--- src/rtl/seven_seg_pkg.sv ---
// Shared seven-segment definitions: glyph table (active-high, gfedcba),
// segment bit positions and the capture FSM state type.
package seven_seg_pkg;

  localparam int SEG_A = 0;
  localparam int SEG_B = 1;
  localparam int SEG_C = 2;
  localparam int SEG_D = 3;
  localparam int SEG_E = 4;
  localparam int SEG_F = 5;
  localparam int SEG_G = 6;

  localparam logic [6:0] SEG_BLANK = 7'h00;

  localparam logic [6:0] GLYPH [16] = '{
    7'h3F, 7'h06, 7'h5B, 7'h4F, 7'h66, 7'h6D, 7'h7D, 7'h07,
    7'h7F, 7'h6F, 7'h77, 7'h7C, 7'h39, 7'h5E, 7'h79, 7'h71
  };

  typedef enum logic [1:0] {
    ST_IDLE,
    ST_SETTLE,
    ST_HOLD
  } cap_state_t;

endpackage

--- src/rtl/seven_seg2hex.sv ---
// Combinational inverse of the hex-to-seven-segment encoder: maps an
// active-low segment pattern back to its hex value, flagging blank/legal.
module seven_seg2hex
  import seven_seg_pkg::*;
(
  input  logic [6:0] seg_n,
  output logic [3:0] hex,
  output logic       legal,
  output logic       blank
);

  logic [6:0] w_pat;

  assign w_pat = {~seg_n[SEG_G], ~seg_n[SEG_F], ~seg_n[SEG_E], ~seg_n[SEG_D],
                  ~seg_n[SEG_C], ~seg_n[SEG_B], ~seg_n[SEG_A]};
  assign blank = (w_pat == SEG_BLANK);

  always_comb begin
    hex   = 4'h0;
    legal = 1'b0;
    for (int i = 0; i < 16; i++) begin
      if (w_pat == GLYPH[4'(i)]) begin
        hex   = 4'(i);
        legal = 1'b1;
      end
    end
  end

endmodule

--- src/rtl/seven_seg_capture.sv ---
// Monitors a multiplexed active-low seven-segment bus and records the hex
// value shown on each digit once its pattern has been stable long enough.
module seven_seg_capture
  import seven_seg_pkg::*;
#(
  parameter int DIGITS        = 4,
  parameter int STABLE_CYCLES = 4
) (
  input  logic                  clk,
  input  logic                  rst,
  input  logic [6:0]            seg_n,
  input  logic [DIGITS-1:0]     an_n,
  output logic [4*DIGITS-1:0]   hex_out,
  output logic [DIGITS-1:0]     digit_valid,
  output logic                  upd_valid,
  output logic [2:0]            upd_idx,
  output logic [3:0]            upd_hex,
  output logic                  code_err
);

  localparam int SW = DIGITS + 7;
  // cnt counts samples beyond the first, so the window closes one step early
  localparam logic [7:0] CNT_LAST = 8'(STABLE_CYCLES - 2);

  logic [SW-1:0]     r_s_q;
  logic [SW-1:0]     r_prev;
  cap_state_t        r_state;
  logic [7:0]        r_cnt;
  logic [3:0]        r_hex [DIGITS];
  logic [DIGITS-1:0] r_dv;
  logic              r_upd_valid;
  logic [2:0]        r_upd_idx;
  logic [3:0]        r_upd_hex;
  logic              r_code_err;

  logic              w_change;
  logic [DIGITS-1:0] w_an;
  logic [3:0]        w_nlow;
  logic [2:0]        w_idx;
  logic              w_one_low;
  logic [3:0]        w_hex;
  logic              w_legal;
  logic              w_blank;

  assign w_change  = (r_s_q != r_prev);
  assign w_an      = r_s_q[SW-1:7];
  assign w_one_low = (w_nlow == 4'd1);

  always_comb begin
    w_nlow = 4'd0;
    w_idx  = 3'd0;
    for (int i = 0; i < DIGITS; i++) begin
      if (!w_an[i]) begin
        w_nlow = w_nlow + 4'd1;
        w_idx  = 3'(i);
      end
    end
  end

  seven_seg2hex u_dec (
    .seg_n (r_s_q[6:0]),
    .hex   (w_hex),
    .legal (w_legal),
    .blank (w_blank)
  );

  always_ff @(posedge clk) begin
    if (rst) begin
      r_s_q       <= '1;
      r_prev      <= '1;
      r_state     <= ST_IDLE;
      r_cnt       <= 8'd0;
      r_dv        <= '0;
      r_upd_valid <= 1'b0;
      r_upd_idx   <= 3'd0;
      r_upd_hex   <= 4'd0;
      r_code_err  <= 1'b0;
      for (int i = 0; i < DIGITS; i++) r_hex[i] <= 4'h0;
    end else begin
      r_s_q       <= {an_n, seg_n};
      r_prev      <= r_s_q;
      r_upd_valid <= 1'b0;
      r_code_err  <= 1'b0;
      if (w_change) begin
        r_cnt   <= 8'd0;
        r_state <= w_one_low ? ST_SETTLE : ST_IDLE;
      end else if (r_state == ST_SETTLE) begin
        r_cnt <= r_cnt + 8'd1;
        if (r_cnt == CNT_LAST) begin
          r_state <= ST_HOLD;
          for (int i = 0; i < DIGITS; i++) begin
            if (w_idx == 3'(i)) begin
              r_dv[i] <= w_legal;
              if (w_legal) r_hex[i] <= w_hex;
            end
          end
          if (w_legal) begin
            r_upd_valid <= 1'b1;
            r_upd_idx   <= w_idx;
            r_upd_hex   <= w_hex;
          end else if (!w_blank) begin
            r_code_err  <= 1'b1;
          end
        end
      end
    end
  end

  for (genvar g = 0; g < DIGITS; g++) begin : g_slot
    assign hex_out[4*g +: 4] = r_hex[g];
  end

  assign digit_valid = r_dv;
  assign upd_valid   = r_upd_valid;
  assign upd_idx     = r_upd_idx;
  assign upd_hex     = r_upd_hex;
  assign code_err    = r_code_err;

endmodule

--- config.mk ---
export PLATFORM = sky130hd
export DESIGN_NAME = seven_seg_capture
export DESIGN_NICKNAME = d
export VERILOG_FILES = /design/src/rtl/seven_seg_pkg.sv /design/src/rtl/seven_seg2hex.sv /design/src/rtl/seven_seg_capture.sv
export SDC_FILE = /design/constraint.sdc
export NUM_CORES = 1
export LEC_CHECK = 0
export CORE_UTILIZATION = 25
export CTS_BUF_LIST = sky130_fd_sc_hd__clkbuf_4 sky130_fd_sc_hd__clkbuf_8
export DETAILED_ROUTE_END_ITERATION = 8
export GPL_ROUTABILITY_DRIVEN = 0
export SETUP_SLACK_MARGIN = 0.3
export SLEW_MARGIN = 20
export SYNTH_ARGS = -nofsm -noshare
export SYNTH_HDL_FRONTEND = slang
export SYNTH_SLANG_ARGS = --single-unit
export TNS_END_PERCENT = 30
--- constraint.sdc ---
create_clock -name clk -period 5.2 [get_ports clk]
set_input_delay 0.78 -clock clk [delete_from_list [all_inputs] [get_ports clk]]
set_output_delay 0.78 -clock clk [all_outputs]
set_load 0.02 [all_outputs]
After elaboration in Yosys (flattened, before gate mapping). Memory sizes are Yosys's and may differ from the RTL's. Cells that the tools add are included.

Input bits: 13. Memories: 1. Latch bits: 0. Memory bits (read-only): 0. Bits in writable memories: 16. Word-level logic and storage cells: 120. Output and inout port bits: 29. Flip-flop bits (word level): 45.

Memory list: r_hex (depth 4, width 4, read ports 4, clocked after Yosys merged registers in 0, write ports 4, RTL line seven_seg_capture.sv:29) `logic [3:0] r_hex [DIGITS];`.

Shift operators: 0. Equality and inequality tests: 16. Div/mod/pow operators: 0. Multipliers: 0. Magnitude comparators: 0. Multiplexer cells: 60. $add $sub $neg: 4. Bitwise gates (word level): 14. Reductions and logical operators: 13.

Operators by type and width (number): $eq 7x7->1 const B (6); $mux 1 (41); $mux 4 (8); $reduce_and 4->1 (5); $mux 3 (6); $eq 7x3->1 const B (2); $add 4x1->4 const B (3); $ne 11x11->1 (1); $mux 2 (5); $not 1->1 (10); $add 8x1->8 const B (1); $eq 8x2->1 const B (1); $eq 7x6->1 const B (1); $logic_not 7->1 (1); $eq 3x2->1 const B (2); $reduce_or 5->1 (1); $eq 4x1->1 const B (1); $or 1x1->1 (4); $reduce_bool 2->1 (2); $reduce_or 4->1 (1); $eq 3x1->1 const B (1); $logic_not 3->1 (1); $eq 2x1->1 const B (1); $reduce_and 2->1 (1); $reduce_or 2->1 (1).

Depth between registers and ports, before layout.
Depth after elaboration: 19. Depth in mapped cells: 9. Gate-level depth less buffers: 9.

Cells and area by module. A second synthesis with hierarchy kept.

Cell total of the unflattened synthesis: 246. Area, all modules: 2577.5 µm².

Modules (own cells, without submodules): seven_seg_capture (area an instance 2521.2 µm², sequential area each 1361.3 µm², cells each 237, times used 1); seven_seg2hex (area an instance 56.3 µm², sequential area each 0.0 µm², cells each 9, times used 1).

Worst setup path after synthesis. No wires, ideal clock.

Path kind: register to register. Start point: register r_s_q[8]. End point: register r_state[0]. Cell stages (with the launch flop): 9. Required time: 5.128 ns. Path buffers: 0. Setup time: 0.072 ns. Arrival: 2.011 ns. Period minus slack after synthesis: 2.083 ns. Setup slack: 3.117 ns. Cells stage by stage: dfxtp_1 > inv_1 > ha_1 > xnor2_1 > ha_1 > or4b_1 > o22ai_1 > o21ai_1 > mux2i_1.

Word-level cells in the longest chain between the ends: 8. Elaborated cells between the ends (all ways): 12. Those cells by class: 2 x add/sub; 2 x eq/ne; 5 x mux; 3 x reduce/logical.

RTL lines: start: declaration (RTL line seven_seg_capture.sv:25) `logic [SW-1:0] r_s_q;`; start signal: assignment (RTL line seven_seg_capture.sv:80) `r_s_q <= {an_n, seg_n};`; $mux 4 (RTL line seven_seg_capture.sv:53) `if (!w_an[i]) begin`; $add 4x1->4 (RTL line seven_seg_capture.sv:54) `w_nlow = w_nlow + 4'd1;`; $mux 4 (RTL line seven_seg_capture.sv:53); $add 4x1->4 (RTL line seven_seg_capture.sv:54); $mux 4 (RTL line seven_seg_capture.sv:53); $eq 4x1->1 (RTL line seven_seg_capture.sv:47) `assign w_one_low = (w_nlow == 4'd1);`; $mux 1 (RTL line seven_seg_capture.sv:86) `r_state <= w_one_low ? ST_SETTLE : ST_IDLE;`; $mux 2 (RTL line seven_seg_capture.sv:84) `if (w_change) begin`; end signal: assignment (RTL line seven_seg_capture.sv:86); end: declaration (RTL line seven_seg_capture.sv:27) `cap_state_t r_state;`.

Several ways; a longest one is shown, not always the timed one. A chain may end at the register's enable or synchronous reset.

==> results.md <==
- Avg Vias per Cell: 4.17
- DR DRC count: 0
- Library cells used by synthesis: 41
- Most used DFF post-synth: dfxtp_1
- Initial DRC Count: 47
- Slew headroom: 0.469
- Layout cells sized above 1: 0.175
- TritonCTS Buffers: 5
- Minimum clock period after layout: 3030 ps
- CTS tree: done
- CP required: 5300 ps
- Diodes inserted: 0
- Fmax achieved: 0.330 GHz
- Synth cell count leaders: dfxtp_1 (40), or2_2 (20), xor2_1 (18)
- Std-Cell Rows: 31
- Synth-to-layout area growth: 23.5%
- Core area: 7370 um2
- Synth Instances: 187
- Share of the synthesized area in the top cell type: 0.415
- Final Skew: 9.43 ps
- Nets: 228
- Async set or reset register ratio after synthesis: 0
- # Post-CTS Setup Buffers: 0
- Synth warn: 0
- Startpoint types: primary input
- I/O Buffers: 39
- Power Density: 268 nW/um2
- Root Driver: clkbuf_8
- # IOs: 42
- Origin of the critical flop-to-flop path: r_s_q[8]
- Cts repair resizes: 0
- Clock latency on the worst-skew pair: 290 ps
- Placed cell areas: 2290 um2
- Worst path cell trace: clkdlybuf4s50_1, inv_1, nand4_1, nor4_1
- Hold Path Sink: r_prev[0]
- Top-count cell post-synth: dfxtp_1
- Critical path endpoint category: flip-flop
- Total clock sinks: 44
- Worst VDD drop: 0.108 mV
- FF-to-FF setup slack: 2790 ps
- Number of hold buffers added after CTS: 0
- Antenna Nets Post-Route: 0
- Worst Path Arrival: 3130 ps
- Reg clk slew, reported paths: 80 ps
- Tot GR Track Use: 0.0886
- Half-perimeter wire length after placement: 2400 um
- Total power: 0.640 mW
- Slowest-stage cell, CP: clkdlybuf4s50_1
- Die width: 89.9 um
- Endpoints failing setup: 0
- Drt pass-1 iters: 4
- Leading area contributor after synthesis: dfxtp_1
- RSZ-0062 raised after global routing: false
- Status: finished, final reports clean
- DRT Wirelength: 3320 um
- Worst min-delay path class: reg -> reg
- Hold_sp: r_s_q[0]
- Synth top area cells: dfxtp_1 (42%), xor2_1 (8.2%), buf_4 (6.6%)
- Lkg Pwr: 0.876 nW
- Setup TNS: 0 ps
- Fin. Hold Viols: 0
- R2R cell count: 8
- First-pass GRT wire length: 5740 um
- Initial Util: 0.262
- Grt total ovfl: 0
- Final instance area: 2380 um2
- Final Core Density: 0.323
- Die Y: 89.9 um
- Post-synthesis sequential area ratio: 0.477
- Max incr delay on CP: 820 ps
- Slew Viols, Final: 0
- Reg2reg end: r_state[0]
- Drt wl/cell: 10.7 um
- Maximum number of pins on one net before global-route repair: 28
- Mapped Area: 1930 um2
- Tcrit/Tclk final: 0.583
- Worst hold stages: 1
- Initial antenna violation count: 0
- Worst Max-Slew Pin Slew: 794 ps
- Vias: 1294
- Worst setup path class: in -> reg
- H-tree levels: 2
- Synth Register Bits: 44
- EDFF count, synth: 4
- Max_cap viols: 0
- Die Area: 8070 um2
- CP max FO: 27
- Vias in the first global route: 1227
- Synth Area per Inst: 10.3 um2
- Buffer depth of the longest clock path: 2
==> report_power, final <==
| part | switching (mW) | leakage, nW | internal, mW | total, mW |
|---|---|---|---|---|
| sequential | 0.00826 | 0.371 | 0.351 | 0.359 |
| clock | 0.111 | 0.0510 | 0.106 | 0.217 |
| combinational | 0.0312 | 0.454 | 0.0315 | 0.0627 |
| total | 0.151 | 0.876 | 0.489 | 0.640 |
==> final cells by class <==
class                      count  area [um2]
fill                         780        4990
sequential                    44         921
multi-input combinational    114         832
timing repair buffer          39         390
tap                           99         124
clock buffer                   6        82.6
inverter                       6        22.5
clock inverter                 2        10.0
==> state kept, by name, indices dropped and copies added (netlist names) <==
| register | cells |
|---|---|
| r_hex | 4 |
| upd_valid | 1 |
| r_s_q | 11 |
| digit_valid | 4 |
| r_state | 2 |
| upd_idx | 2 |
| upd_hex | 1 |
| r_cnt | 8 |
| r_prev | 11 |
==> critical path, delay by kind of cell <==
kind                   cells  cell delay (ps)
buffers and inverters      2             1320
AND/OR/NAND/NOR            2             1020
==> metrics by stage <==
step | worst slack (ps) | cells | hold WS [ps]
after floorplan | 3120 | 188 | 436
after CTS | 2110 | 310 | 466
after detailed placement | 1810 | 302 | 448
final | 2170 | 310 | 462
after global placement | 1920 | 302 | 446
after global routing | 1810 | 310 | 487
==> worst max path at each step <==
stage | start | depth (start not counted) | slack, ps | end
3_3_place_gp | rst | 4 | 1920 | r_hex[1][2]
6_report | rst | 4 | 2170 | r_hex[0][2]
4_1_cts | rst | 4 | 2110 | r_hex[0][2]
3_5_place_dp | rst | 4 | 1810 | r_hex[0][2]
5_1_grt | rst | 4 | 1810 | r_hex[1][2]
2_1_floorplan | r_s_q[8] | 8 | 3120 | r_state[0]
==> placed cells by master (no fill, tap or decap), drive strengths merged, types with 2 or more instances in the layout <==
| master | netlist | layout |
|---|---|---|
| o211a | 2 | 2 |
| xor2 | 18 | 18 |
| ha | 5 | 5 |
| edfxtp | 4 | 4 |
| o21ai | 3 | 3 |
| nand3 | 4 | 4 |
| dfxtp | 40 | 40 |
| or4b | 2 | 2 |
| nor2 | 13 | 13 |
| and3 | 2 | 2 |
| nor2b | 4 | 4 |
| or2 | 20 | 20 |
| inv | 6 | 6 |
| clkbuf | 5 | 6 |
| nand2 | 8 | 8 |
| nor3 | 3 | 3 |
| clkdlybuf4s50 | 0 | 39 |
| xnor2 | 2 | 2 |
| conb | 1 | 2 |
| o31ai | 3 | 3 |
| nand4 | 6 | 6 |
| nor4 | 4 | 4 |
| a21oi | 2 | 2 |
| clkinv | 0 | 2 |
==> layer usage <==
layer	wire length, um	part of all wire	track usage
met5	0	0	0
met1	1560	0.47	0.111
met2	1500	0.45	0.137
met4	96	0.029	0.0430
met3	167	0.050	0.0296
==> logic make-up after synthesis <==
family,Yosys count,share of synthesized area
adders and majority gates,5,0.0324
xor gates and xnor gates,20,0.0908
muxes,2,0.0110
other,1,0.00194
buffers and inverters,30,0.0934
DFF,44,0.477
and+or+nand+nor,69,0.224
AOI/OAI and AO/OA,16,0.0687
(Power assumes the default switching activity.)
